**src/rtl/pipeline_hazard_ctrl.sv**
```systemverilog
// Central stall/flush generator for the 5-stage core (IF, ID, EX, MEM, WB).
// Stalls and branch redirects are purely combinational. Exceptions go
// through a small FSM that empties the pipe and waits out an outstanding
// fetch before it redirects IF.
module pipeline_hazard_ctrl #(
  parameter int ADDR_WIDTH = 32,
  parameter int FLUSH_HOLD = 1,
  parameter int PERF_WIDTH = 32
) (
  input  logic                  clk,
  input  logic                  rst,
  input  logic [3:0]            stall_req,
  input  logic                  exc_req,
  input  logic [ADDR_WIDTH-1:0] exc_pc,
  input  logic                  branch_req,
  input  logic [ADDR_WIDTH-1:0] branch_pc,
  output logic [4:0]            stall,
  output logic [4:0]            flush,
  output logic                  redirect_valid,
  output logic [ADDR_WIDTH-1:0] redirect_pc,
  output logic [PERF_WIDTH-1:0] stall_cycles
);

  localparam int CW = (FLUSH_HOLD > 1) ? $clog2(FLUSH_HOLD) : 1;

  typedef enum logic [1:0] {S_RUN, S_WAIT_IF, S_REDIRECT} state_e;

  state_e                  state_q, state_d;
  logic [CW-1:0]           hold_q, hold_d;
  logic [ADDR_WIDTH-1:0]   pc_q, pc_d;
  logic [PERF_WIDTH-1:0]   perf_q;
  logic [4:0]              stall_rule;

  // A stalled stage freezes every stage behind it; WB never stalls.
  for (genvar g = 0; g < 4; g++) begin : g_stall
    assign stall_rule[g] = |stall_req[3:g];
  end
  assign stall_rule[4] = 1'b0;

  // Next-state and all control outputs; reset holds the pipe flushed.
  always_comb begin
    state_d        = state_q;
    hold_d         = hold_q;
    pc_d           = pc_q;
    stall          = 5'b00000;
    flush          = 5'b00000;
    redirect_valid = 1'b0;
    redirect_pc    = '0;
    if (!rst) begin
      flush = 5'b11111;
    end else begin
      case (state_q)
        S_RUN: begin
          if (exc_req) begin
            flush   = 5'b11111;
            pc_d    = exc_pc;
            hold_d  = CW'(FLUSH_HOLD - 1);
            state_d = stall_req[0] ? S_WAIT_IF : S_REDIRECT;
          end else if (branch_req && !stall_rule[2]) begin
            // EX not stalled, so only IF/ID could be; both get squashed.
            flush          = 5'b00011;
            stall          = stall_rule & 5'b11100;
            redirect_valid = 1'b1;
            redirect_pc    = branch_pc;
          end else begin
            stall = stall_rule;
          end
        end
        S_WAIT_IF: begin
          // IF keeps its outstanding fetch alive until memory answers.
          flush = 5'b11111;
          stall = 5'b00001;
          if (!stall_req[0]) state_d = S_REDIRECT;
        end
        S_REDIRECT: begin
          flush          = 5'b11111;
          redirect_valid = 1'b1;
          redirect_pc    = pc_q;
          if (hold_q == '0) state_d = S_RUN;
          else              hold_d  = hold_q - 1'b1;
        end
        default: state_d = S_RUN;
      endcase
    end
  end

  // FSM, hold counter and latched exception target.
  always_ff @(posedge clk or negedge rst) begin
    if (!rst) begin
      state_q <= S_RUN;
      hold_q  <= '0;
      pc_q    <= '0;
    end else begin
      state_q <= state_d;
      hold_q  <= hold_d;
      pc_q    <= pc_d;
    end
  end

  // Free-running count of cycles with any stage stalled; wraps.
  always_ff @(posedge clk or negedge rst) begin
    if (!rst)        perf_q <= '0;
    else if (|stall) perf_q <= perf_q + 1'b1;
  end

  assign stall_cycles = perf_q;

endmodule

```
**config.mk**
```make
export PLATFORM = sky130hd
export DESIGN_NAME = pipeline_hazard_ctrl
export DESIGN_NICKNAME = d
export VERILOG_FILES = /design/src/rtl/pipeline_hazard_ctrl.sv
export SDC_FILE = /design/constraint.sdc
export NUM_CORES = 1
export LEC_CHECK = 0
export ABC_AREA = 1
export BUFFER_PORTS_ARGS = -buffer_cell sky130_fd_sc_hd__clkbuf_2
export CAP_MARGIN = 20
export CELL_PAD_IN_SITES_DETAIL_PLACEMENT = 0
export CELL_PAD_IN_SITES_GLOBAL_PLACEMENT = 1
export CORE_UTILIZATION = 38
export DETAILED_ROUTE_END_ITERATION = 16
export HOLD_SLACK_MARGIN = 0.08
export PLACE_DENSITY_LB_ADDON = 0.1
export SETUP_SLACK_MARGIN = 0.02
export SLEW_MARGIN = 25
export SYNTH_ARGS = -nofsm -noshare
export SYNTH_HDL_FRONTEND = slang
export SYNTH_SLANG_ARGS = --single-unit
export TNS_END_PERCENT = 30
```
**constraint.sdc**
```tcl
create_clock -name clk -period 2.7 [get_ports clk]
set_input_delay 0.27 -clock clk [delete_from_list [all_inputs] [get_ports clk]]
set_output_delay 0.27 -clock clk [all_outputs]
set_load 0.03 [all_outputs]
```
## After elaboration in Yosys (flattened, before gate mapping)

Cells that the tools add are included.

| storage, ports and cells | value |
|---|---|
| register bits | 67 |
| bits of input ports | 72 |
| output and inout port bits | 75 |
| word-level logic and storage cells | 47 |

| cells by class | value |
|---|---|
| $add $sub $neg | 2 |
| equal/unequal tests | 5 |
| muxes and demuxes | 24 |
| reductions and logical operators | 12 |

Operator list:

| kind | count |
|---|---|
| $mux 32 | 3 |
| $pmux 32 s2 | 1 |
| $add 32x1->32 const B | 1 |
| $mux 5 | 3 |
| $mux 2 | 6 |
| $pmux 5 s2 | 1 |
| $pmux 4 s2 | 1 |
| $ne 2x2->1 const B | 3 |
| $pmux 2 s3 | 1 |
| $reduce_and 3->1 | 2 |
| $mux 1 | 5 |
| $reduce_or 5->1 | 1 |
| $mux 4 | 1 |
| $pmux 1 s2 | 2 |
| $reduce_and 4->1 | 1 |
| $reduce_or 2->1 | 2 |
| $reduce_or 4->1 | 1 |
| $reduce_or 3->1 | 1 |
| $eq 2x1->1 const B | 1 |
| $eq 2x2->1 const B | 1 |
| $logic_not 2->1 | 1 |
| $reduce_bool 2->1 | 1 |
| $logic_and 1x1->1 | 1 |
| $logic_not 1->1 | 1 |
| $sub 1x1->1 const B | 1 |

## Depth between registers and ports, before layout

Gate-level depths: netlist of the first run.

| logic depth | value |
|---|---|
| depth in word-level cells | 8 |
| mapped depth | 10 |
| gate-level depth less buffers | 10 |

## Worst setup path before layout of the first run

OpenSTA, ideal clock, no wires.

| timing | value |
|---|---|
| kind | flip-flop to output port |
| start | register state_q[0] |
| end | output flush[3] |
| arrival time | 1.856 ns |
| data required time | 2.430 ns |
| setup slack | 0.574 ns |
| cell stages (with the launch flop) | 6 |
| path buffers | 1 |
| path through | dfrtp_1 inv_1 ha_1 a21oi_1 o21ai_0 buf_4 |

| between the ends | value |
|---|---|
| word-level cells in the longest chain between the ends | 4 |
| elaborated cells between the ends (all ways) | 6 |
| those cells by class | eq/ne: 2; mux: 2; reduce/logical: 2 |

RTL lines:

| element | line | RTL |
|---|---|---|
| start, declared | 28 | `state_e state_q, state_d;` |
| start signal, assigned | 94 | `state_q <= state_d;` |
| $eq 2x2->1 or $eq 2x1->1 (tied branches) | 52 | `case (state_q)` |
| $reduce_or 2->1 (no source line) | - |  |
| $pmux 5 s2 (*) | 52 |  |
| $mux 5 (*) | 49 | `if (!rst) begin` |
| end, declared | 18 | `output logic [4:0] flush,` |

Every way passes the cells marked *; elsewhere a longest branch is shown, timed or not.

## Final worst setup path of the first run

| timing | value |
|---|---|
| start | register state_q[0] |
| end | output stall[0] |

| between the ends | value |
|---|---|
| word-level cells in the longest chain between the ends | 3 |
| elaborated cells between the ends (all ways) | 4 |
| those cells by class | eq/ne: 1; mux: 2; reduce/logical: 1 |

RTL lines:

| element | line | RTL |
|---|---|---|
| $eq 2x1->1 or $logic_not 2->1 (tied branches) | 52 |  |
| $pmux 4 s2 (*) | 52 |  |
| $mux 5 (*) | 49 |  |
| end, declared | 17 | `output logic [4:0] stall,` |

Marks and branches as above.

==> summary.txt, run 1 <==
Finish
  • Ant diodes: 0
  • Fillers: 1124
  • FF+latch area: 1650 µm²
  • Final Util: 48.0%
  • Area of the multi-input gates: 2260 µm²
  • Fin area: 5210 µm²
  • Fin cells: 850
  • Layout area overhead: 23.2%
  • Nets: 783
  • Layout cells sized above 1: 30.3%

Yosys
  • Post-synth cell types: 28
  • Yosys warns: 0
  • Syn_area_per_cell: 7.40 µm²
  • #FFs+latches synth: 66
  • Mapped Area: 4230 µm²
  • Syn Inst Count: 571
  • Seq/Total Area, Yosys: 39.1%
  • Mapped Nets: between 600 and 700

CTS
  • H-tree levels: 3
  • CTS tree: yes
  • Root buffer cell: clkbuf_8
  • Clock transition at path regs: 0.07 ns
  • Clock sink count: between 60 and 70
  • Setup Fix Bufs, Post-CTS: 0
  • CTS max path bufs: 2
  • CTS Buf Count: 9
  • Clock latency at the later pin of the worst-skew pair: between 0.3 and 0.4 ns

Floorplan
  • IO Pins: 147
  • Cell Rows: 38
  • Die Height: 107 µm
  • Die span in x: 107 µm
  • Core area: 10800 µm²
  • Die area: 11500 µm²
  • Initial Util: 39.0%

Power
  • Pint: 0.00233 W
  • Worst vdd ir: roughly 0.00040 V
  • Switching Power: 0.00168 W
  • Sw frac: 41.9%
  • Clk network pwr share: 20.7%
  • Pwr/cell area: 771 nW/µm²
  • Reg power frac: 36.9%
  • Static Leak: 2.58 nW
  • Gate power share: 42.4%

Route
  • DRT iter0 DRCs: 278
  • Via count: 4143
  • WL final: between 10000 and 15000 µm
  • Met2 wire len: 5730 µm
  • Drt wl/cell: between 10 and 15 µm
  • DR pass1 iterations: 4
  • Via density: between 4 and 5
  • Max Used Layer: met4
  • DRC: 0
  • Met1 wire length: 5530 µm
  • Antenna-violating nets left: 0
  • Metal3 WL: 623 µm

STA
  • Setup violators final: 0
  • Max Freq: 412 MHz
  • Rel. slew slack: 50.4%
  • Final setup TNS: 0 ns
  • Unrepaired setup endpoints after global routing: false
  • Worst-Margin Slew: 0.741 ns
  • Final Skew: 0.00769 ns
  • Minimum clock period: between 2 and 2.5 ns
  • Final WS setup: ~0.27 ns
  • Hold Vio Cnt, Final: 0
  • Slew Viols, Final: 0
  • Final period util: 90.0%

Setup path
  • Worst R2R Setup Slack: 0.57 ns
  • Required @ worst endpoint: 2.43 ns
  • Crit path max fanout: 33
  • Worst setup path category: register to output pin
  • Arrival time worst endpoint: 2.16 ns
  • CP Capture Type: output pin
  • CP startpoint kind: register

Status
  • Status: finished, final reports clean

Global routing
  • Initial antenna violation count: 0
  • First-pass GRT wire length: approximately 19000 µm
  • GRT Util Overall: 21.5%
  • Vias in the first global route: 3930
  • Overflow left after global routing: 0
  • Largest net degree at the start of global routing: 35

Placement
  • Post-DP HPWL: 8870 µm
  • Final estimated routing congestion in global placement: about 0.82
  • Port Buf Inserts: 145
  • DP Area: between 5000 and 6000 µm²
  • Post-placement cell count: 834
  • Placement Setup Slack: 0.543 ns

Run
  • Max-Cap Viols: 0

Min path
  • Hold Path Class: input pin to register
==> final timing paths <==
check                              endpoint        from  cells after the start
setup / recovery                   stall[0]  state_q[0]                      8
hold / removal                     pc_q[12]  exc_pc[12]                      2
setup reg to reg            stall_cycles[2]  state_q[0]                     10
hold reg to reg                    pc_q[10]    pc_q[10]                      1
max in group asynchronous          pc_q[24]         rst                      3
min in group asynchronous  stall_cycles[21]         rst                      2
==> cell type report <==
type                    instances  share of cell area, %
clock buffers                  12                   2.79
clock inverters                 3                  0.769
inverters                      37                   2.67
multi-input cells             438                   43.4
flip-flops and latches         66                   31.7
well taps                     140                   3.36
repair buffers                154                   15.3
==> flip-flops by register name, summed over array words and instances, names as in the netlist <==
name,count
pc_q,32
stall_cycles,32
state_q,2
==> kinds of logic after synthesis <==
kind of cell | share of synthesized area, %
AOI/OAI and AO/OA | 6.07
xor gates and xnor gates | 2.69
adders and majority gates | 1.48
buffers and inverters | 7.46
DFF | 39.1
muxes | 8.53
other | 0.0888
and+or+nand+nor | 34.6
==> worst max-delay path: stages, from the launching register on <==
cell and delay, ns:
dfrtp_1 0.40, inv_1 0.10, ha_1 0.25, inv_2 0.07, nor2_4 0.08, buf_4 0.33, nand3_4 0.14, a21oi_4 0.19
clkbuf_2 0.24
==> cells in the final DEF (no fill, tap or decap), types with 9 or more instances in the layout <==
master / netlist / routed
nand2_1: 215 / 215
clkbuf_2: 0 / 144
dfrtp_1: 66 / 66
nor2_1: 54 / 54
inv_1: 35 / 35
nand4_1: 34 / 34
a21oi_1: 34 / 34
mux2_2: 32 / 32
nand3_1: 20 / 20
o21ai_0: 11 / 11
clkbuf_8: 0 / 10
xor2_1: 9 / 9
buf_4: 10 / 9
==> per-stage QoR <==
stage,hold WS [ns],power [W]
2_1_floorplan,-0.0256,0.00279
3_3_place_gp,0.144,0.00318
3_5_place_dp,0.144,0.00322
4_1_cts,0.135,0.00407
5_1_grt,0.143,0.00429
6_report,0.152,0.00402
==> per-layer routing <==
metal / GRT usage, % / up-vias
met3: 3.15 / 11
met1: 27.6 / 1906
met2: 37.1 / 114
li1: - / 2112
met5: 0 / -
met4: 7.05 / 0
==> synth_stat cells (all sizes together) <==
master | count | share of area, %
nand3 | 21 | 2.8
a211oi | 1 | 0.18
ha | 5 | 1.5
nor2 | 62 | 6.3
xnor2 | 4 | 0.83
xor2 | 9 | 1.9
a21oi | 35 | 4.4
nand2 | 220 | 20
buf | 17 | 3.0
nand3b | 2 | 0.36
clkbuf | 13 | 1.2
inv | 37 | 3.3
conb | 1 | 0.089
o21ai | 11 | 1.3
mux2 | 32 | 8.5
nand4 | 34 | 5.0
dfrtp | 66 | 39
o31ai | 1 | 0.18
==> power by group through the flow <==
stage	clock network, W	registers (W)	logic, W
6_report	0.000832	0.00148	0.00170
5_1_grt	0.000894	0.00153	0.00187
4_1_cts	0.000857	0.00148	0.00173
3_5_place_dp	0	0.00150	0.00172
3_3_place_gp	0	0.00149	0.00170
2_1_floorplan	0	0.00154	0.00125
==> repair_timing <==
item                      4_1_cts  5_1_grt
resized for setup               0        0
hold buffers                    1        0
hold endpoints to repair        6        0
(Power assumes the default switching activity.)
==> inputs of run 2 (changes only) <==
Settings changed: MAX_ROUTING_LAYER from default to met4.
==> run 2 against run 1 <==
  * Global-route usage increased by 0.57 points
  * Sequential share of layout area is the same
  * Die area did not move
  * Combinational power hardly changed
  * Critical path depth unchanged
  * Count of clock-buffer cells in the layout did not move
  * Utilization stayed put
  * Routed wire length grew 0.24%
==> summary.txt, run 2 (synthesis results as in run 1) <==
Setup path
  • CP cell instances: inv_1 -> ha_1 -> inv_2 -> nor2_4 -> buf_4 -> nand3_4 -> a21oi_4 -> clkbuf_2
  • Slowest cell on crit path: dfrtp_1
  • Largest delay share family, worst path: buffers and inverters
  • Worst setup path category: register to output pin
  • Arrival time worst endpoint: 2.16 ns (about the same)
  • Required @ worst endpoint: 2.43 ns (about the same)
  • Crit path max fanout: 33 (unchanged)
  • CP max stage delay: 0.40 ns (about the same)
  • CP startpoint kind: register
  • CP Buf/Inv Count: 4 (unchanged)
  • CP Capture Type: output pin

Finish
  • Fin cells: 850 (unchanged)
  • Layout area overhead: 23.2% (unchanged)
  • Most frequent cells in the layout: nand2_1 (215), clkbuf_2 (144), dfrtp_1 (66)
  • Layout cells sized above 1: 30.3% (unchanged)
  • Ant diodes: 0 (unchanged)
  • Area of the multi-input gates: 2260 µm² (unchanged)
  • Commonest non-fill, non-tap cell in the layout: nand2_1
  • Fillers: 1124 (unchanged)
  • Nets: 783 (unchanged)
  • FF+latch area: 1650 µm² (unchanged)
  • Final Util: 48.0% (unchanged)

Power
  • Static Leak: 2.58 nW (unchanged)
  • Reg power frac: 36.9% (about the same)
  • Sw frac: 42.0% (+0.091 points)
  • Switching Power: 0.00169 W (+0.38%)
  • Gate power share: 42.4% (about the same)
  • Pint: 0.00233 W (about the same)
  • Pwr/cell area: 772 nW/µm² (+0.16%)
  • Worst vdd ir: 0.000401 V (about the same)
  • Clk network pwr share: 20.7% (about the same)

CTS
  • Root buffer cell: clkbuf_8
  • H-tree levels: 3 (unchanged)
  • Clock sink count: 66 (unchanged)
  • Clock latency at the later pin of the worst-skew pair: 0.35 ns (about the same)
  • CTS Buf Count: 9 (unchanged)
  • Clock transition at path regs: 0.07 ns (about the same)
  • Hold Buf Count CTS: 1 (unchanged)
  • Post-CTS sizing: 0 (unchanged)
  • CTS tree: yes
  • Setup Fix Bufs, Post-CTS: 0 (unchanged)
  • CTS max path bufs: 2 (unchanged)

STA
  • Max Freq: 411 MHz (-0.23%)
  • Worst-Margin Slew: 0.756 ns (+0.0142 ns)
  • Final setup TNS: 0 ns (unchanged)
  • Unrepaired setup endpoints after global routing: false
  • Final period util: 90.2% (+0.20 points)
  • Minimum clock period: 2.43 ns (+0.00551 ns)
  • Final hold slack: 0.150 ns (-0.00195 ns)
  • Hold Vio Cnt, Final: 0 (unchanged)
  • Slew Viols, Final: 0 (unchanged)
  • Final Skew: 0.00809 ns (+0.000399 ns)
  • Setup violators final: 0 (unchanged)
  • Rel. slew slack: 49.4% (-0.95 points)

Route
  • Via count: 4138 (-0.12%)
  • Via density: 4.87 (-0.12%)
  • WL final: 12000 µm (+0.24%)
  • Antenna-violating nets left: 0 (unchanged)
  • Drt wl/cell: 14.2 µm (+0.24%)
  • DRC: 0 (unchanged)
  • DR pass1 iterations: 4 (unchanged)
  • DRT iter0 DRCs: 253 (-9.0%)

Global routing
  • Vias in the first global route: 3916 (-0.36%)
  • Overflow left after global routing: 0 (unchanged)
  • Initial antenna violation count: 0 (unchanged)
  • GRT Util Overall: 22.1% (+0.57 points)
  • First-pass GRT wire length: 19200 µm (about the same)
  • Largest net degree at the start of global routing: 35 (unchanged)

Floorplan
  • Core area: 10800 µm² (unchanged)
  • Cell Rows: 38 (unchanged)
  • Initial Util: 39.0% (unchanged)
  • Die span in x: 107 µm (unchanged)
  • Die area: 11500 µm² (unchanged)
  • IO Pins: 147 (unchanged)
  • Die Height: 107 µm (unchanged)

Placement
  • Post-DP HPWL: 8870 µm (unchanged)
  • Post-placement cell count: 834 (unchanged)
  • Port Buf Inserts: 145 (unchanged)
  • Final estimated routing congestion in global placement: 0.830 (+1.5%)

Min path
  • Hold Path Class: input pin to register

Status
  • Status: finished, final reports clean

Run
  • Max-Cap Viols: 0 (unchanged)
run 2: cell counts in the layout (fill, tap and decap cells not counted):
No cell type changed its count.
run 2: power by group through the flow:
stage | registers (W) | clock network (W) | logic, W
final | 0.00148 | 0.000834 | 0.00171
after global routing | 0.00153 | 0.000892 | 0.00187
after CTS | 0.00148 | 0.000857 | 0.00173
after detailed placement | 0.00150 | 0 | 0.00172
after global placement | 0.00149 | 0 | 0.00170
after floorplan | 0.00154 | 0 | 0.00125
run 2: path summary, 6_finish.rpt:
check                      startpoint          endpoint  slack (ns)  cells after the start
max in group asynchronous         rst          pc_q[24]        1.68                      3
max reg2reg                state_q[0]   stall_cycles[2]        0.56                     10
min reg2reg                  pc_q[10]          pc_q[10]        0.51                      1
max                        state_q[0]          stall[0]        0.27                      8
min                         exc_pc[6]           pc_q[6]        0.15                      2
min in group asynchronous         rst  stall_cycles[21]        0.32                      2
run 2: area by class of cell:
| type | count | area share, % |
|---|---|---|
| Clock inverter | 3 | 0.769 |
| Clock buffer | 12 | 2.79 |
| Inverter | 37 | 2.67 |
| Tap cell | 140 | 3.36 |
| Timing Repair Buffer | 154 | 15.3 |
| Multi-Input combinational cell | 438 | 43.4 |
| Sequential cell | 66 | 31.7 |
run 2: per-layer routing:
metal | track usage, % | vias up | wire length (µm)
met5 | - | - | 0
met4 | 7.05 | 0 | 141
met3 | 2.97 | 12 | 630
met2 | 37.2 | 112 | 5720
met1 | 27.6 | 1902 | 5560
li1 | - | 2112 | -
run 2: through the flow:
| step | worst slack (ns) | power [W] | cell area [µm²] |
|---|---|---|---|
| 2_1_floorplan | 0.574 | 0.00279 | 4230 |
| 3_3_place_gp | 0.650 | 0.00318 | 5010 |
| 3_5_place_dp | 0.543 | 0.00322 | 5010 |
| 4_1_cts | 0.218 | 0.00407 | 5210 |
| 5_1_grt | 0.0667 | 0.00429 | 5210 |
| 6_report | 0.265 | 0.00402 | 5210 |
==> inputs of run 3 (changes only) <==
Settings changed: PLACE_DENSITY_LB_ADDON 0.1 to 0.3.
==> run 3 against run 2 <==
  * Power grew 3.3%
  * Fmax shrank 1.4%
  * Worst hold slack lost 0.016 ns
  * Clock power grew 16%
  * Flip-flop and latch count is the same
  * Utilization grew 0.43 points
  * Register-to-register slack gained 0.06 ns
  * Critical endpoint unchanged
  * Count of clock-buffer cells in the layout shrank 2
==> summary.txt, run 3 (synthesis results as in run 1) <==
STA
  • Minimum clock period: 2.47 ns (+0.0357 ns)
  • Final period util: 91.5% (+1.3 points)
  • Final Skew: 0.0126 ns (+0.00453 ns)
  • Max Freq: 405 MHz (-1.4%)
  • Slew Viols, Final: 0 (unchanged)
  • Final hold slack: 0.134 ns (-0.0158 ns)
  • Hold Vio Cnt, Final: 0 (unchanged)
  • Final WS setup: 0.229 ns (-0.0357 ns)
  • Setup violators final: 0 (unchanged)
  • Final setup TNS: 0 ns (unchanged)
  • Unrepaired setup endpoints after global routing: true
  • Rel. slew slack: 50.0% (+0.53 points)
  • Worst-Margin Slew: 0.748 ns (-0.00799 ns)

CTS
  • H-tree levels: 3 (unchanged)
  • CTS max path bufs: 2 (unchanged)
  • Clock sink count: 66 (unchanged)
  • CTS Buf Count: 9 (unchanged)
  • CTS tree: yes
  • Setup Fix Bufs, Post-CTS: 0 (unchanged)
  • Root buffer cell: clkbuf_8
  • Clock transition at path regs: 0.08 ns (about the same)
  • Clock latency at the later pin of the worst-skew pair: 0.37 ns (+0.02 ns)

Finish
  • Nets: 783 (unchanged)
  • Most frequent cells in the layout: nand2_1 (215), clkbuf_2 (144), dfrtp_1 (66)
  • Ant diodes: 0 (unchanged)
  • Layout cells sized above 1: 30.7% (+0.38 points)
  • Final Util: 48.5% (+0.43 points)
  • Layout area overhead: 24.3%
  • Commonest non-fill, non-tap cell in the layout: nand2_1

Floorplan
  • Die Height: 107 µm (unchanged)
  • IO Pins: 147 (unchanged)
  • Core area: 10800 µm² (unchanged)
  • Die area: 11500 µm² (unchanged)
  • Cell Rows: 38 (unchanged)
  • Die span in x: 107 µm (unchanged)
  • Initial Util: 39.0% (unchanged)

Setup path
  • Arrival time worst endpoint: 2.20 ns (+0.04 ns)
  • CP Capture Type: output pin
  • Worst setup path category: register to output pin
  • Largest delay share family, worst path: buffers and inverters
  • CP Buf/Inv Count: 3 (-1)
  • CP startpoint kind: register
  • CP cell instances: inv_1 -> ha_1 -> inv_2 -> nor2_4 -> nand3_4 -> a21oi_4 -> clkbuf_2
  • Required @ worst endpoint: 2.43 ns (about the same)
  • Crit path max fanout: 18 (-45%)
  • Slowest cell on crit path: a21oi_4
  • CP max stage delay: 0.46 ns (+0.06 ns)

Route
  • Via count: 4121 (-0.41%)
  • Antenna-violating nets left: 0 (unchanged)
  • DRT iter0 DRCs: 250 (-1.2%)
  • Via density: 4.84 (-0.53%)
  • DR pass1 iterations: 4 (unchanged)
  • WL final: 11800 µm (-1.8%)
  • Drt wl/cell: 13.9 µm (-1.9%)
  • DRC: 0 (unchanged)

Global routing
  • Largest net degree at the start of global routing: 47 (+34%)
  • GRT Util Overall: 22.1% (about the same)
  • First-pass GRT wire length: 19300 µm (+0.43%)
  • Vias in the first global route: 3975 (+1.5%)
  • Overflow left after global routing: 0 (unchanged)
  • Initial antenna violation count: 0 (unchanged)

Power
  • Worst vdd ir: 0.000481 V (+20%)
  • Pwr Total: 0.00415 W (+3.3%)
  • Static Leak: 2.60 nW (+0.65%)
  • Pwr/cell area: 791 nW/µm² (+2.4%)

Placement
  • Port Buf Inserts: 145 (unchanged)
  • Post-DP HPWL: 8840 µm (-0.32%)
  • Final estimated routing congestion in global placement: 0.851 (+2.4%)
  • Placement Setup Slack: 0.593 ns (+0.0509 ns)

Run
  • Max-Cap Viols: 0 (unchanged)

Min path
  • Hold Path Class: input pin to register

Status
  • Status: finished, final reports clean
[run 3: cell count changes in the layout (fill, tap and decap cells not counted), sizes merged]
cell,change
bufinv,+1
clkbuf,-2
clkinv,+1
clkinvlp,+1
[run 3: stage by stage]
step	instances	cell area, µm²
floorplan	571	4230
global placement	834	5010
detailed placement	834	5010
CTS	851	5250
global route	851	5250
finish	851	5250
[run 3: worst register-to-register path: stages, from the launching register on]
cell and delay (ns):
dfrtp_1 0.41, inv_1 0.11, ha_1 0.25, inv_2 0.08, nor2_4 0.12, nand3_4 0.11, a21oi_4 0.46, buf_4 0.31
nand3b_1 0.09, nand2_1 0.08
[run 3: timing repair]
action,4_1_cts,5_1_grt
resized for setup,0,1
endpoints found under the hold margin,66,0
setup endpoints to repair,0,9
hold buffers,1,0
[run 3: path summary, 6_finish.rpt]
kind                            start  slack (ns)               to  cells past startpoint
min                        exc_pc[26]        0.13         pc_q[26]                      2
min in group asynchronous         rst        0.52         pc_q[27]                      3
max in group asynchronous         rst        1.66         pc_q[20]                      3
max                        state_q[0]        0.23         stall[0]                      7
min reg2reg                  pc_q[24]        0.51         pc_q[24]                      1
max reg2reg                state_q[0]        0.62  stall_cycles[2]                      9
[run 3: where the power goes]
group / internal, W / total (W) / switching (W)
clock network: 0.000546 / 0.000964 / 0.000418
logic: 0.000597 / 0.00171 / 0.00111
registers: 0.00129 / 0.00148 / 0.000194
total: 0.00243 / 0.00415 / 0.00172
[run 3: layout make-up]
class / instances / area, µm²
clock buffers: 10 / 138
clock inverters: 6 / 90.1
fillers: 1119 / 5590
inverters: 37 / 139
multi-input cells: 438 / 2260
flip-flops and latches: 66 / 1650
well taps: 140 / 175
repair buffers: 154 / 802
[run 3: layer usage]
metal	track usage (%)	wire length [µm]	vias up
met2	36.5	5480	119
li1	-	-	2106
met1	26.5	5430	1881
met4	7.05	161	0
met3	5.57	757	15
met5	-	0	-
